## config.mk

```make
export PLATFORM = sky130hd
export DESIGN_NAME = textconsole_writer
export DESIGN_NICKNAME = d
export VERILOG_FILES = /design/src/rtl/textconsole_writer.sv
export SDC_FILE = /design/constraint.sdc
export NUM_CORES = 1
export LEC_CHECK = 0
export ABC_AREA = 1
export CORE_ASPECT_RATIO = 1.75
export CORE_UTILIZATION = 39
export CTS_CLUSTER_DIAMETER = 120
export CTS_CLUSTER_SIZE = 28
export DETAILED_ROUTE_END_ITERATION = 6
export PLACE_DENSITY = 0.6
export SLEW_MARGIN = 15
export SYNTH_ARGS = -nofsm -noshare
export SYNTH_HDL_FRONTEND = slang
export SYNTH_SLANG_ARGS = --single-unit
```

## constraint.sdc

```tcl
create_clock -name bufclk -period 1.6 [get_ports bufclk]
set_input_delay 0.32 -clock bufclk [delete_from_list [all_inputs] [get_ports bufclk]]
set_output_delay 0.32 -clock bufclk [all_outputs]
set_load 0.02 [all_outputs]
```

## src/rtl/textconsole_writer.sv

```systemverilog
// textconsole_writer: byte-stream terminal front end writing the text RAM via bufaddr/bufdata/bufwe.
// Define TEXTCON_CURSOR_EN to expose the registered cursor on cursor_col/cursor_row.
module textconsole_writer #(
  parameter int COLS = 40,
  parameter int ROWS = 30
) (
  input  logic        bufclk,
  input  logic        rst_n,
  input  logic        in_valid,
  input  logic [7:0]  in_data,
  output logic        in_ready,
  output logic [11:0] bufaddr,
  output logic [7:0]  bufdata,
  output logic        bufwe,
  output logic        busy
`ifdef TEXTCON_CURSOR_EN
  ,
  output logic [5:0]  cursor_col,
  output logic [5:0]  cursor_row
`endif
);
  typedef enum logic [1:0] {IDLE, CLR_LINE, CLR_SCREEN} state_t;
  localparam logic [5:0] COL_MAX = 6'(COLS - 1);
  localparam logic [5:0] ROW_MAX = 6'(ROWS - 1);
  state_t      state_q, state_d;
  logic [5:0]  row_q, row_d, col_q, col_d;
  logic [5:0]  crow_q, crow_d, ccol_q, ccol_d;
  logic [11:0] addr_q, addr_d;
  logic [7:0]  data_q, data_d;
  logic        we_q, we_d, rdy_q, rdy_d;
  logic        xfer, printable, newline;
  logic [5:0]  row_inc;
  logic [6:0]  tab;
  assign xfer      = in_valid && rdy_q;
  assign printable = (in_data >= 8'h20) && (in_data != 8'h7F);
  assign row_inc   = (row_q == ROW_MAX) ? 6'd0 : row_q + 6'd1;
  assign tab       = {1'b0, col_q | 6'd7} + 7'd1;
  assign newline   = (in_data == 8'h0A) || (in_data == 8'h09 && tab >= 7'(COLS));
  always_comb begin
    state_d = state_q;
    row_d   = row_q;
    col_d   = col_q;
    crow_d  = crow_q;
    ccol_d  = ccol_q;
    addr_d  = addr_q;
    data_d  = data_q;
    we_d    = 1'b0;
    case (state_q)
      IDLE: if (xfer) begin
        if (printable) begin
          we_d   = 1'b1;
          addr_d = {row_q, col_q};
          data_d = in_data;
          col_d  = (col_q == COL_MAX) ? 6'd0 : col_q + 6'd1;
          if (col_q == COL_MAX) begin
            row_d   = row_inc;
            crow_d  = row_inc;
            ccol_d  = 6'd0;
            state_d = CLR_LINE;
          end
        end else if (newline) begin
          col_d   = 6'd0;
          row_d   = row_inc;
          crow_d  = row_inc;
          ccol_d  = 6'd0;
          state_d = CLR_LINE;
        end else if (in_data == 8'h0D) begin
          col_d = 6'd0;
        end else if (in_data == 8'h08 && col_q != 6'd0) begin
          col_d  = col_q - 6'd1;
          we_d   = 1'b1;
          addr_d = {row_q, col_q - 6'd1};
          data_d = 8'h20;
        end else if (in_data == 8'h09) begin
          col_d = tab[5:0];
        end else if (in_data == 8'h0C) begin
          row_d   = 6'd0;
          col_d   = 6'd0;
          crow_d  = 6'd0;
          ccol_d  = 6'd0;
          state_d = CLR_SCREEN;
        end
      end
      default: begin
        // Both clear bursts walk the same counter; only the end condition differs.
        we_d   = 1'b1;
        addr_d = {crow_q, ccol_q};
        data_d = 8'h20;
        if (ccol_q != COL_MAX) begin
          ccol_d = ccol_q + 6'd1;
        end else if (state_q == CLR_LINE || crow_q == ROW_MAX) begin
          state_d = IDLE;
        end else begin
          ccol_d = 6'd0;
          crow_d = crow_q + 6'd1;
        end
      end
    endcase
    // Ready drops with the accepting edge but rises only a cycle after the last burst write.
    rdy_d = (state_q == IDLE) && (state_d == IDLE);
  end
  always_ff @(posedge bufclk or negedge rst_n) begin
    if (!rst_n) begin
      state_q <= CLR_SCREEN;
      row_q   <= 6'd0;
      col_q   <= 6'd0;
      crow_q  <= 6'd0;
      ccol_q  <= 6'd0;
      addr_q  <= 12'd0;
      data_q  <= 8'd0;
      we_q    <= 1'b0;
      rdy_q   <= 1'b0;
    end else begin
      state_q <= state_d;
      row_q   <= row_d;
      col_q   <= col_d;
      crow_q  <= crow_d;
      ccol_q  <= ccol_d;
      addr_q  <= addr_d;
      data_q  <= data_d;
      we_q    <= we_d;
      rdy_q   <= rdy_d;
    end
  end
  assign in_ready = rdy_q;
  assign busy     = !rdy_q;
  assign bufaddr  = addr_q;
  assign bufdata  = data_q;
  assign bufwe    = we_q;
`ifdef TEXTCON_CURSOR_EN
  assign cursor_col = col_q;
  assign cursor_row = row_q;
`endif
endmodule

```

==> metrics list <==
- For this configuration, the core starts out at a cell density of 0.405.
- The clock arrives with 0.00344 ns of skew.
- In this run the worst path has a maximum fanout of 5.
* Leakage power total: 2.56 nW
- For this run, design rule violations remaining after detail routing come to 3.
* Largest net degree at the start of global routing: 49
* Routability-driven placement congestion ratio: 0.895
- Most frequently used flop master after synthesis: sky130_fd_sc_hd__dfrtp_1
* Final Total Pwr: between 5 and 6 mW
- The share of synthesized area in the top cell type comes to 0.362.
- Placed instance area: 4160 um^2
- The flow ran to the end, but the final reports show violations.
- Critical path class: reg -> reg
- Count of antenna diodes in the layout: 0
- Input/output buffers: 33
* Cell family contributing the most delay on the critical path: simple AND/OR/NAND/NOR gates
- Dividing the detail-routed wire length by the instance count gives 15.0 um.
- The number of hold violations in the final report came to 0.
- Root buffer cell: sky130_fd_sc_hd__clkbuf_16
* Count of cells along the worst register-to-register path: 12
* CTS tree: done
- Worst hold slack: 0.0106 ns
- Endpoint of the most critical register-to-register path: crow_q[3]
- Antenna Nets Post-Route: 0
- Headroom to the max-slew limit: 0.791
- After layout, the minimum clock period comes to between 1.5 and 2 ns.
- Pin placement for this block handled 34 I/O pins.
* Clock latency on the worst-skew pair: 0.29 ns
- By area the synthesized netlist is led by sky130_fd_sc_hd__dfrtp_1 36%, sky130_fd_sc_hd__nand2_1 18%, sky130_fd_sc_hd__inv_1 4.4%, sky130_fd_sc_hd__nand3_1 4.3%, sky130_fd_sc_hd__nor2_1 3.8%.
* Post-synth ARST share: 1.00
- For this run, the top clock speed supported by timing is 574 MHz.
* Final design utilization: 0.605
- The slowest stage of the critical path belongs to the cell sky130_fd_sc_hd__dfrtp_1.
* Area Overhead vs Synth: 49.4%
- Leftover overflow at the end of global routing: 0
- Net count after synthesis: 460
- After synthesis the netlist holds a flip-flop and latch count of 48.
- For this design, the CTS-stage hold fixing added 0 buffers.
- Dividing the detail-routed via count by the number of cells gives around 5.2.
- H-Tree Depth: 2
* Sequence of cells on the critical path: inv_2, ha_4, inv_2, nand3_2, nand2_2, nand3_4, nand4_1, nand2_4, nand2_4, buf_6, nand3_2, nand2_1
* Area enclosed by the die boundary: 8710 um^2
- The biggest area contributor in the post-synthesis netlist is sky130_fd_sc_hd__dfrtp_1.
- GR Util All Layers: 0.236
* Count of flip-flops with a built-in enable after synthesis: 0
- After detailed routing, the total wire length is 9.67 mm.
- Summed over all failing endpoints, the final setup total negative slack is -4.11 ns.
* Die extent in x: about 70 um
- In the final layout, the share of cells above drive strength 1 is 0.381.
* Cell count after synthesis: 440
* Largest vdd supply drop: 685 uV
- Post-synthesis cell area: 3250 um^2
- Setup violations remaining at the end of the flow were counted as 45.
- The number of global-route vias before repair was 3422.
- Setup repair after global routing could not meet its margin everywhere.
- Maximum number of buffers from clock root to sink: 2
* Top post-synthesis cells by count: 155 x sky130_fd_sc_hd__nand2_1, 47 x sky130_fd_sc_hd__dfrtp_1, 38 x sky130_fd_sc_hd__inv_1, 33 x sky130_fd_sc_hd__nor2_1, 28 x sky130_fd_sc_hd__nand3_1
- Net total in the final layout: 573
- Clk sink count: 48
- Number of pins exceeding their max-slew limit in the final report: 0
- The startpoint identified for the worst register-to-register timing path is col_q[4].
- The number of buffers and inverters on the critical path is 3.
* Number of violations of the max-capacitance limit: 0
- Fin cells: 644
- At the worst endpoint, the arrival time is 1.93 ns.
- The path class of the tightest hold or removal check is in -> async.
* Sequential cell area fraction in the yosys report: 0.370
- Worst stage delay on the critical path: around 0.43 ns
- DR iter-0 viols: 185
* Worst setup margin: -0.141 ns
- Total number of placement rows: 43
- The most common cell in the synthesized netlist is sky130_fd_sc_hd__nand2_1.
- Clock-pin slew was measured on the worst setup and hold paths at 0.07 ns.
* Beginning of the critical path: col_q[4]
* Placed wire-length estimate: 7.05 mm
- Dividing the final minimum period by the clock period gives 1.09.
- Cell count along the critical path: 12
* CTS Buf Count: 5
- Average cell area after synthesis: 7.38 um^2
* Core area: 8020 um^2
* Type of element capturing the critical path: register
- Final design area excluding fillers: 4850 um^2
- Power per cell area: 1110 nW/um^2
- OpenSTA, run right after detailed placement, puts the worst setup slack at -0.610 ns.
- Setup crit end: crow_q[3]
- Die span in y: ~120 um
- Detailed-route via count: 3337
- For the pin with the worst max-slew slack, the measured transition is 0.313 ns.
- STA classifies the critical path startpoint as a register.
* Number of placed instances, taps included: around 620
* Violations in the final reports: DRC, setup timing
- Data on the critical path is required at its endpoint by 1.79 ns.
- Counting distinct cell types in the post-synthesis netlist gives 38.
- The number of antenna violations at the first check in global routing was 0.
- Worst reg-to-reg setup slack: -0.14 ns
* Number of detailed-route iterations in the first pass: 7
- Yosys printed 0 warnings.
- The first global-routing pass estimated around 16 mm of wire.
==> where the power goes <==
part | switching (mW) | internal, mW
registers | 0.218 | 1.48
logic | 1.41 | 1.24
clock network | 0.472 | 0.577
total | 2.10 | 3.30
==> flip-flops by register name (all words and copies together) (netlist names) <==
name and cells:
ccol_q 6, col_q 6, crow_q 6, bufdata 8, bufaddr 12, bufwe 1
row_q 6, state_q 2, in_ready 1
==> worst min path at each step <==
stage,from,to,cells past startpoint
floorplan,rst_n,bufaddr[0],0
global placement,rst_n,bufaddr[1],2
detailed placement,rst_n,bufaddr[3],2
CTS,rst_n,bufdata[7],2
global route,rst_n,ccol_q[4],2
finish,rst_n,ccol_q[1],2
==> timing repair <==
| item | in CTS | in global routing |
|---|---|---|
| setup endpoints to repair | 49 | 58 |
| hold endpoints to repair | 0 | 0 |
| gates cloned | 1 | 1 |
| setup buffers | 12 | 5 |
| pin swaps | 23 | 29 |
| gates resized for setup | 54 | 65 |
==> area by class of cell <==
| type | instances | area, um^2 |
|---|---|---|
| timing repair buffer | 117 | 1100 |
| clock inverter | 3 | 18.8 |
| tap | 90 | 113 |
| multi-input combinational | 332 | 2090 |
| fill | 700 | 3170 |
| sequential | 48 | 1200 |
| clock buffer | 5 | 125 |
| inverter | 49 | 199 |
==> cell usage in the layout, fill, tap and decap left out, drive strengths merged, types with 3 or more instances in the layout <==
master	instances
clkdlybuf4s50	7
ha	9
dfrtp	47
nand4	9
inv	49
o31ai	8
nand3	32
o21ai	30
xor2	12
o221ai	5
a21oi	6
dlymetal6s2s	15
buf	84
dlygate4sd2	10
clkinv	3
nand2	167
xnor2	3
clkbuf	6
nor2	45
==> cells by family (layout without fill, tap and decap cells) <==
family	count (synthesis)	after routing	share of synthesized area
flip-flops	48	48	0.370
AND/OR/NAND/NOR	256	256	0.366
buffers and inverters	60	174	0.0844
XOR/XNOR	15	15	0.0405
AO/OA/AOI/OAI	52	52	0.104
adder cells (fa/ha/maj)	9	9	0.0347
==> layer usage <==
| metal | GRT usage | share of wire | vias up |
|---|---|---|---|
| met2 | 0.469 | 0.56 | 96 |
| met3 | 0.0287 | 0.031 | 36 |
| li1 | - | - | 1635 |
| met4 | 0.143 | 0.048 | 0 |
| met1 | 0.226 | 0.36 | 1570 |
| met5 | 0 | 0 | - |
(Power assumes the default switching activity.)
